[config.mk]
export PLATFORM = sky130hd
export DESIGN_NAME = pipe_ctrl_p
export DESIGN_NICKNAME = d
export VERILOG_FILES = /design/src/rtl/pipe_ctrl_p.sv
export SDC_FILE = /design/constraint.sdc
export NUM_CORES = 1
export LEC_CHECK = 0
export ABC_CLOCK_PERIOD_IN_PS = 2800
export CORE_MARGIN = 2
export CORE_UTILIZATION = 45
export CTS_CLUSTER_DIAMETER = 150
export DETAILED_ROUTE_END_ITERATION = 7
export PLACE_DENSITY = 0.81
export SLEW_MARGIN = 5
export SYNTH_ARGS = -nofsm -noshare
export SYNTH_HDL_FRONTEND = slang
export SYNTH_SLANG_ARGS = --single-unit
[constraint.sdc]
create_clock -name clk -period 2.8 [get_ports clk]
set_input_delay 0.28 -clock clk [delete_from_list [all_inputs] [get_ports clk]]
set_output_delay 0.28 -clock clk [all_outputs]
set_load 0.005 [all_outputs]
[src/rtl/pipe_ctrl_p.sv]
// pipe_ctrl_p: 4-stage IF/ID/EX/WB pipeline control with stall, branch flush, forwarding and retire count
//   clk, rst_n           : rising-edge clock, asynchronous active-low reset
//   instr, instr_valid   : fetched instruction and its qualifier
//   stall                : hold IF/ID and ID/EX, bubble into EX/WB
//   instr_ready          : fetch may advance (~stall)
//   flush                : squash the fetch presented this cycle (branch shadow)
//   *_instr / *_valid    : per-stage instruction and valid
//   *_pc_src/_alu/_reg_wrt : per-stage decoded controls
//   fwd_sel              : forward EX/WB result to the ID/EX rs operand
//   retire_cnt           : wrapping count of instructions leaving EX/WB
module pipe_ctrl_p #(
    parameter int INSTR_W = 8,
    parameter int RA      = 3,
    parameter int FWD_EN  = 1,
    parameter int CNT_W   = 16
) (
    input  logic               clk,
    input  logic               rst_n,
    input  logic [INSTR_W-1:0] instr,
    input  logic               instr_valid,
    input  logic               stall,
    output logic               instr_ready,
    output logic               flush,
    output logic [INSTR_W-1:0] if_id_instr,
    output logic [INSTR_W-1:0] id_ex_instr,
    output logic [INSTR_W-1:0] ex_wb_instr,
    output logic               if_id_valid,
    output logic               id_ex_valid,
    output logic               ex_wb_valid,
    output logic               if_id_pc_src,
    output logic               if_id_alu,
    output logic               id_ex_alu,
    output logic               if_id_reg_wrt,
    output logic               id_ex_reg_wrt,
    output logic               ex_wb_reg_wrt,
    output logic               fwd_sel,
    output logic [CNT_W-1:0]   retire_cnt
);
    logic take;
    assign instr_ready = ~stall;
    // stall wins over a pending branch: the branch holds and flush fires once stall drops
    assign flush = if_id_valid & if_id_pc_src & ~stall;
    assign take  = instr_valid & ~flush;
    assign fwd_sel = (FWD_EN != 0) && id_ex_valid && ex_wb_valid && ex_wb_reg_wrt &&
                     (id_ex_instr[RA-1:0] == ex_wb_instr[2*RA-1:RA]);
    // a squashed or absent fetch loads a bubble with every control cleared
    always_ff @(posedge clk or negedge rst_n)
        if (!rst_n) begin
            if_id_valid   <= 1'b0;
            if_id_instr   <= '0;
            if_id_pc_src  <= 1'b0;
            if_id_alu     <= 1'b0;
            if_id_reg_wrt <= 1'b0;
        end else if (!stall) begin
            if_id_valid   <= take;
            if_id_instr   <= take ? instr : '0;
            if_id_pc_src  <= take & instr[INSTR_W-1];
            if_id_alu     <= take & instr[INSTR_W-2];
            if_id_reg_wrt <= take & ~instr[INSTR_W-1];
        end
    always_ff @(posedge clk or negedge rst_n)
        if (!rst_n) begin
            id_ex_valid   <= 1'b0;
            id_ex_instr   <= '0;
            id_ex_alu     <= 1'b0;
            id_ex_reg_wrt <= 1'b0;
        end else if (!stall) begin
            id_ex_valid   <= if_id_valid;
            id_ex_instr   <= if_id_instr;
            id_ex_alu     <= if_id_alu;
            id_ex_reg_wrt <= if_id_reg_wrt;
        end
    // EX/WB never holds: during a stall it drains into a bubble so nothing is duplicated
    always_ff @(posedge clk or negedge rst_n)
        if (!rst_n) begin
            ex_wb_valid   <= 1'b0;
            ex_wb_instr   <= '0;
            ex_wb_reg_wrt <= 1'b0;
        end else begin
            ex_wb_valid   <= ~stall & id_ex_valid;
            ex_wb_instr   <= stall ? '0 : id_ex_instr;
            ex_wb_reg_wrt <= ~stall & id_ex_reg_wrt;
        end
    always_ff @(posedge clk or negedge rst_n)
        if (!rst_n)
            retire_cnt <= '0;
        else if (ex_wb_valid)
            retire_cnt <= retire_cnt + CNT_W'(1);
endmodule

==> flow_summary.json <==
{
  "report.final.slew_viol_count": 0,
  "cp_max_fo": 7,
  "crit_type": "reg2out",
  "final-instance-count-excl-fill": 252,
  "start_kind": "flip-flop",
  "antenna_cells": 0,
  "grt_util_all_layers": 0.174,
  "ys_warn_count": 0,
  "hold_path_class": "in2async",
  "die_w_um": 67.6,
  "grt_max_degree": 47,
  "hold_violations": 0,
  "ys_ff_latch": 46,
  "async_flop_share": 1.00,
  "r2r-start": "ex_wb_valid",
  "synth_cells": 138,
  "setup_viol": 0,
  "vdd.ir_drop.worst_v": 0.000357,
  "max_stage_delay_ns": 0.56,
  "ant_nets": 0,
  "vias": 1278,
  "tns_ns": 0,
  "max_cap_violations": 0,
  "place.gp.congestion": 0.736,
  "cts_tree": "built",
  "ctsResizeCount": 0,
  "die_area_um2": 4570,
  "cpLargestDelayFamily": "buffers and inverters",
  "rows": 23,
  "rrSetupSlack_ns": 1.13,
  "drc": 0,
  "antenna_found_initial": 0,
  "cts.root.buffer_cell": "clkbuf_8",
  "place_inst": 244,
  "ioPinCount": 64,
  "grt_pass1_vias": 1218,
  "hold_buffers": 0,
  "cts_sinks": 46,
  "placedInstanceArea_um2": 2470,
  "critPathBufInv": 1,
  "post-place-ws_ns": 1.08,
  "top_usage_layer": "met2",
  "gr-total-overflow": 0,
  "use_met2": 0.288,
  "drtIter0Drc": 30,
  "worst_skew_pair.late_latency_ns": 0.29,
  "synth.cell_area_um2": 1820,
  "startpoint": "ex_wb_valid",
  "fmax_ghz": 0.496,
  "slew_headroom": 0.348,
  "drive_above_1_share": 0.119,
  "core_area_um2": 3940,
  "clock_path_buffers": 2,
  "p_leak_nw": 1.21,
  "wl_mm": 3.64,
  "worstPathRequired_ns": 2.52,
  "cts_made_buffers": 5,
  "port_buffers": 63,
  "powerDensity_nw_per_um2": 609,
  "cp-end-kind": "output pin",
  "fin_area_um2": 2580,
  "use_met3": 0.0633,
  "worst_pin_slew_ns": 0.978,
  "fin_crit_ns": 2.02,
  "clk_pin_slew_ns": 0.08,
  "nFillCells": 280,
  "crit_chain": "nand3_1 > nor4_1 > clkdlybuf4s50_1",
  "final_nets": 214,
  "synth_area_per_cell_um2": 13.2,
  "syn_to_final_growth_pct": 41.6,
  "synth_edf_count": 0,
  "synth_largest_area_cell": "dfrtp_1",
  "die_y_um": 67.6,
  "synth_ff_type": "dfrtp_1",
  "cts_setup_buffers": 0,
  "seq_area_frac_synth": 0.632,
  "drt-pass1-iter-count": 4,
  "syn-num-nets": 151,
  "fin_ws_ns": 0.785,
  "use_met1": 0.206,
  "cts.htree.levels": 2,
  "initial_core_util": 0.462,
  "worst_clock_skew_ns": 0.00319,
  "rsz0062_at_grt": "false",
  "outcome": "complete, no violations",
  "synth_cell_types": 24,
  "viasPerCell": 5.07,
  "p_total_mw": 1.57,
  "ys_top_cells_by_area": "dfrtp_1, mux2_2, xor2_1, a22o_1, nor2b_1",
  "synth_top_area_frac": 0.632,
  "fin_crit_sh": 0.720,
  "grt_first_pass_wirelength_mm": 5.79,
  "crit_slowest_cell": "clkdlybuf4s50_1",
  "cp.arrival_ns": 1.74,
  "dp_hpwl_mm": 2.71,
  "wire_per_inst_um": 14.5
}
## layer usage
metal / wire length, um / part of all wire
met5: 0 / 0
met4: 39 / 0.011
met3: 335 / 0.092
met2: 1750 / 0.48
met1: 1520 / 0.42
## final timing paths
path / to / cells past startpoint
max: fwd_sel / 3
min: id_ex_instr[1] / 1
max reg2reg: retire_cnt[15] / 4
min reg2reg: retire_cnt[15] / 1
max in group asynchronous: retire_cnt[7] / 1
min in group clk: retire_cnt[15] / 1
## layout by cell type (no fill, tap or decap)
master / n
xnor2_1: 6
a22o_1: 8
nor2_1: 6
clkbuf_8: 8
mux2_2: 11
nand4_2: 1
xor2_1: 12
clkdlybuf4s50_1: 62
o21ai_0: 1
dfrtp_1: 46
nor4_4: 1
nand4_1: 3
inv_1: 2
and3_1: 4
nor2b_1: 10
and2_1: 1
nand2_1: 12
and3_2: 1
ha_1: 1
or3_1: 1
nor4_1: 1
buf_4: 1
buf_2: 1
nand3_1: 2
## registers in the layout (all words and copies together), names as in the netlist
| name | count |
|---|---|
| ex_wb_valid | 1 |
| if_id_valid | 1 |
| retire_cnt | 16 |
| id_ex_reg_wrt | 1 |
| if_id_reg_wrt | 1 |
| id_ex_valid | 1 |
| if_id_instr | 8 |
| id_ex_instr | 8 |
| ex_wb_instr | 8 |
| ex_wb_reg_wrt | 1 |
## cell families after synthesis
kind of cell,after synthesis,synth area share
multiplexers,11,0.0680
AO/OA/AOI/OAI,9,0.0412
buffers and inverters,10,0.0309
flip-flops,46,0.632
adder cells (fa/ha/maj),1,0.00687
AND/OR/NAND/NOR,43,0.134
XOR/XNOR,18,0.0866
## where the power goes
| part | internal, mW | leakage, nW | switching (mW) | total, mW |
|---|---|---|---|---|
| registers | 0.737 | 0.611 | 0.0824 | 0.819 |
| clock network | 0.249 | 0.0575 | 0.205 | 0.454 |
| logic | 0.203 | 0.543 | 0.0932 | 0.297 |
| total | 1.19 | 1.21 | 0.381 | 1.57 |
## synth_stat cells (2+ instances only)
| library cell | instances |
|---|---|
| nand4_1 | 3 |
| xnor2_1 | 6 |
| mux2_2 | 11 |
| nand3_1 | 2 |
| clkbuf_1 | 3 |
| nor2_1 | 6 |
| and3_1 | 4 |
| nor2b_1 | 10 |
| dfrtp_1 | 46 |
| inv_1 | 2 |
| buf_4 | 3 |
| xor2_1 | 12 |
| a22o_1 | 8 |
| nand2_1 | 12 |
## layout make-up
cell class	instances	area, um2	area share
clock buffers	8	110	0.0427
inverters	2	7.51	0.00291
multi-input cells	82	613	0.238
flip-flops and latches	46	1150	0.447
repair buffers	64	633	0.246
well taps	50	62.6	0.0243
## through the flow
step / util / hold WS (ns)
after floorplan: - / -0.0156
after global placement: 0.626 / 0.460
after detailed placement: 0.626 / 0.458
after CTS: 0.654 / 0.181
after global routing: 0.654 / 0.237
final: 0.654 / 0.146
(Power assumes the default switching activity.)
